===== src/rtl/demux4_frame.sv =====
// demux4_frame: 1-to-4 lane demux with direct (sel) and auto (rotating pointer, framed) routing.
// Define DEMUX_FRAME_CNT_EN to add the 8-bit frame_cnt output counting completed frames.
module demux4_frame #(
  parameter int WIDTH = 8
) (
  input  logic             clk,
  input  logic             rst,
  input  logic             in_valid,
  input  logic [WIDTH-1:0] in_data,
  input  logic [1:0]       sel,
  input  logic             mode,
  output logic [WIDTH-1:0] out0,
  output logic [WIDTH-1:0] out1,
  output logic [WIDTH-1:0] out2,
  output logic [WIDTH-1:0] out3,
  output logic [3:0]       out_valid,
  output logic [1:0]       lane_ptr,
  output logic             frame_done
`ifdef DEMUX_FRAME_CNT_EN
  ,
  output logic [7:0]       frame_cnt
`endif
);
  typedef enum logic {IDLE, FILL} state_t;
  state_t r_state, w_state;
  logic [1:0] r_ptr, w_ptr, w_lane;
  logic [3:0] r_valid;
  logic r_done, w_done;
  logic [WIDTH-1:0] r_lane [4];
  always_comb begin
    w_state = r_state;
    w_ptr = r_ptr;
    w_done = 1'b0;
    w_lane = mode ? r_ptr : sel;
    case (r_state)
      IDLE: if (mode && in_valid) begin
        w_state = FILL;
        w_ptr = 2'd1;
      end
      FILL: if (!mode) begin
        // leaving auto mode drops the partial frame; written lanes keep their data
        w_state = IDLE;
        w_ptr = 2'd0;
      end else if (in_valid) begin
        w_ptr = r_ptr + 2'd1;
        w_done = r_ptr == 2'd3;
        w_state = w_done ? IDLE : FILL;
      end
      default: begin
        w_state = IDLE;
        w_ptr = 2'd0;
      end
    endcase
  end
  always_ff @(posedge clk) begin
    if (rst) begin
      r_state <= IDLE;
      r_ptr <= 2'd0;
      r_valid <= 4'd0;
      r_done <= 1'b0;
      for (int i = 0; i < 4; i++) r_lane[i] <= '0;
    end else begin
      r_state <= w_state;
      r_ptr <= w_ptr;
      r_valid <= in_valid ? 4'b0001 << w_lane : 4'd0;
      r_done <= w_done;
      if (in_valid) r_lane[w_lane] <= in_data;
    end
  end
`ifdef DEMUX_FRAME_CNT_EN
  logic [7:0] r_cnt;
  always_ff @(posedge clk) begin
    if (rst) r_cnt <= 8'd0;
    else r_cnt <= r_cnt + {7'd0, w_done};
  end
  assign frame_cnt = r_cnt;
`endif
  assign out0 = r_lane[0];
  assign out1 = r_lane[1];
  assign out2 = r_lane[2];
  assign out3 = r_lane[3];
  assign out_valid = r_valid;
  assign lane_ptr = r_ptr;
  assign frame_done = r_done;
endmodule


===== config.mk =====
export PLATFORM = sky130hd
export DESIGN_NAME = demux4_frame
export DESIGN_NICKNAME = d
export VERILOG_FILES = /design/src/rtl/demux4_frame.sv
export SDC_FILE = /design/constraint.sdc
export NUM_CORES = 1
export LEC_CHECK = 0
export CAP_MARGIN = 20
export CORE_MARGIN = 4
export CORE_UTILIZATION = 40
export DETAILED_ROUTE_END_ITERATION = 10
export GPL_ROUTABILITY_DRIVEN = 0
export MAX_ROUTING_LAYER = met4
export PLACE_DENSITY = 0.72
export SLEW_MARGIN = 20
export SYNTH_ARGS = -nofsm -noshare
export SYNTH_HDL_FRONTEND = slang
export SYNTH_SLANG_ARGS = --single-unit

===== constraint.sdc =====
create_clock -name clk -period 3.9 [get_ports clk]
set_input_delay 0.975 -clock clk [delete_from_list [all_inputs] [get_ports clk]]
set_output_delay 0.975 -clock clk [all_outputs]
set_load 0.005 [all_outputs]

==> flow_summary_export.csv <==
group,metric,value,unit
sta,setup_tns,0,ns
synthesis,synth_edf_count,32,
cts,cts_hold_buf,0,
routing,first_iter_violations,32,
synthesis,muxShareOfSynthArea,0.0256,
power_and_ir_drop,switchingPower,179,uW
cts,htree_levels,2,
cts,ctsResizeCount,0,
power_and_ir_drop,p_per_area,409,nW/um2
cts,cts_tree,"yes",
finish,stdcell_area,2230,um2
sta,worst_slew_pin_slew,0.540,ns
synthesis,synthTopCellsByArea,"edfxtp_1 61%, and2_1 13%, dfxtp_1 10%",
run_status,status,"finished clean",
power_and_ir_drop,intPower,734,uW
global_route,grt_pass1_wl,4850,um
synthesis,yosys.area_share.xor_xnor,0,
cts,cts_root_buf,"clkbuf_8",
global_route,antenna_found_initial,0,
synthesis,synthDistinctLibCells,25,
finish,fin_util,0.600,
run,drv_cap,0,
sta,setup_violations,0,
power_and_ir_drop,netSwitchingFraction,0.196,
cts,clk_path_buf_depth,2,
cts,clkTransAtPathRegs,0.07,ns
routing,routedWlPerCell,14.9,um
routing,via_per_inst,4.72,
die,design.portCount,53,
global_route,grt_max_degree,13,
synthesis,yosys_warnings,0,
synthesis,synth_top_family_by_area,"simple AND/OR/NAND/NOR gates",
power_and_ir_drop,seq_power_share,0.538,
synthesis,synthArstFlopShare,0,
finish,syn2layout_area_growth,42.4,%
synthesis,synthAdderAreaFrac,0.00799,
sta,max_freq,377,MHz
synthesis,syn_inst,100,
sta,fin_skew,0.00368,ns
die,start_util,0.422,
critical_path,crit_path_end_kind,"flip-flop",
place,dp_cells,197,
critical_path,arrival,2.63,ns
finish,final_layout_size_suffix_gt1_frac,0.115,
synthesis,ys_seq_area_frac,0.716,
cts,cts_buffers,5,
sta,min_period_over_period,0.680,
sta,hold_viol,0,
synthesis,ys_ff_latch,40,
routing,drt-total-wl,3060,um
critical_path,crit_fanout,10,
synthesis,ys.flop_type,"edfxtp_1",
finish,antenna_cells,0,
min_path,hold_class,"reg2reg",
synthesis,synth.cell_area,1570,um2
critical_path,critical_path_class,"in2reg",
routing,vias,967,
power_and_ir_drop,combinationalPowerShare,0.109,
routing,ant_nets,0,
synthesis,synth_top_area_cell,"edfxtp_1",
cts,clock_latency,0.28,ns
place,port_buffers,52,
critical_path,worstPathRequired,3.88,ns
finish,nNetsFinal,171,
synthesis,synthSimpleGateAreaFrac,0.215,
sta,drv_slew,0,
synthesis,synth_top_area_share,0.613,
die,dieArea,4980,um2
cts,clkSinkCount,40,
place,placed_cell_area,2120,um2
global_route,overflow,0,
die,die_y,70.6,um
synthesis,syn_nets,115,
synthesis,synth_area_per_cell,15.7,um2
routing,drc,0,
synthesis,yosys-top-cells-count,"32 x and2_1, 32 x edfxtp_1, 8 x dfxtp_1",
power_and_ir_drop,leakage,0.826,nW
cts,cts_setup_buffers,0,
routing,firstDrtPassIters,4,
die,num_rows,22,
global_route,grt.total_usage,0.133,
die,placeableCoreArea,3720,um2
power_and_ir_drop,vdd_drop_max,0.234,mV
global_route,grt_pass1_vias,1001,
sta,slew_headroom,0.639,
synthesis,synth_compound_area_frac,0.0208,
critical_path,critPathLaunchType,"input port",
power_and_ir_drop,clock_power_share,0.353,
die,die_w,70.6,um
finish,layoutNonFillerInstCount,205,
sta,finalCriticalPeriod,2.65,ns
place,hpwl,2370,um
sta,rsz0062_at_grt,"no",
## per-stage QoR
step           power [mW]  hold slack [ns]  worst slack, ns
3_3_place_gp        0.599            0.497             1.05
3_5_place_dp        0.602            0.499            0.950
2_1_floorplan       0.536            0.470             1.67
5_1_grt             0.946            0.534             1.15
4_1_cts             0.921            0.511             1.26
6_report            0.913            0.504             1.25
## per-layer routing
layer	wire (um)	track usage	vias to the layer above
li1	-	-	463
met1	1340	0.155	449
met2	1470	0.215	51
met3	219	0.0426	4
met4	29	0.0522	0
met5	0	-	-
## power groups by stage
stage                     clock network, mW  registers [mW]  logic, mW
after global placement                    0           0.501     0.0984
after CTS                             0.329           0.492      0.101
after detailed placement                  0           0.501      0.100
final                                 0.322           0.491     0.0995
after floorplan                           0           0.504     0.0329
after global routing                  0.345           0.494      0.107
## cells in the final DEF, fill, tap and decap left out
master	count
nor2_1	1
mux2_4	2
or2b_4	1
ha_1	1
and3_2	1
dfxtp_1	8
and2_1	32
edfxtp_1	32
bufinv_16	1
mux2i_1	1
or2_2	3
nand3_1	2
clkbuf_8	5
clkinv_2	1
a311oi_1	1
clkdlybuf4s50_1	52
nand4_1	1
or2b_1	1
o21ai_0	1
nor3_4	1
clkbuf_1	1
nor3b_4	2
a31o_2	1
a21oi_1	2
nand2_1	1
nor2b_1	1
nor3b_1	1
## flip-flops by register name (all words and copies together), names as in the netlist
register / cells
frame_done: 1
lane_ptr: 2
out_valid: 4
r_lane: 32
r_state: 1
## critical path, cell delays in order
cell and delay, ns:
clkdlybuf4s50_1 0.65, mux2_4 0.38, nor3b_4 0.32, or2_2 0.30
## cell type report
| cell class | count | area, um2 |
|---|---|---|
| clock inverters | 2 | 35.0 |
| flip-flops and latches | 40 | 1120 |
| fillers | 312 | 1490 |
| repair buffers | 52 | 520 |
| clock buffers | 6 | 72.6 |
| well taps | 48 | 60.1 |
| multi-input cells | 57 | 422 |
## kinds of logic after synthesis
group                      Yosys count
and+or+nand+nor                     48
DFF                                 40
AOI/OAI and AO/OA                    5
buffers and inverters                3
muxes                                3
adders and majority gates            1
## path summary, 6_finish.rpt
check                                  from            to  slack (ns)  cells after the start
worst max-delay path                   mode  r_lane[2][2]        1.25                      4
worst min-delay path            lane_ptr[1]   lane_ptr[1]        0.50                      2
worst max register to register  lane_ptr[0]  r_lane[2][2]        2.31                      3
worst min register to register  lane_ptr[1]   lane_ptr[1]        0.50                      2
(Power assumes the default switching activity.)
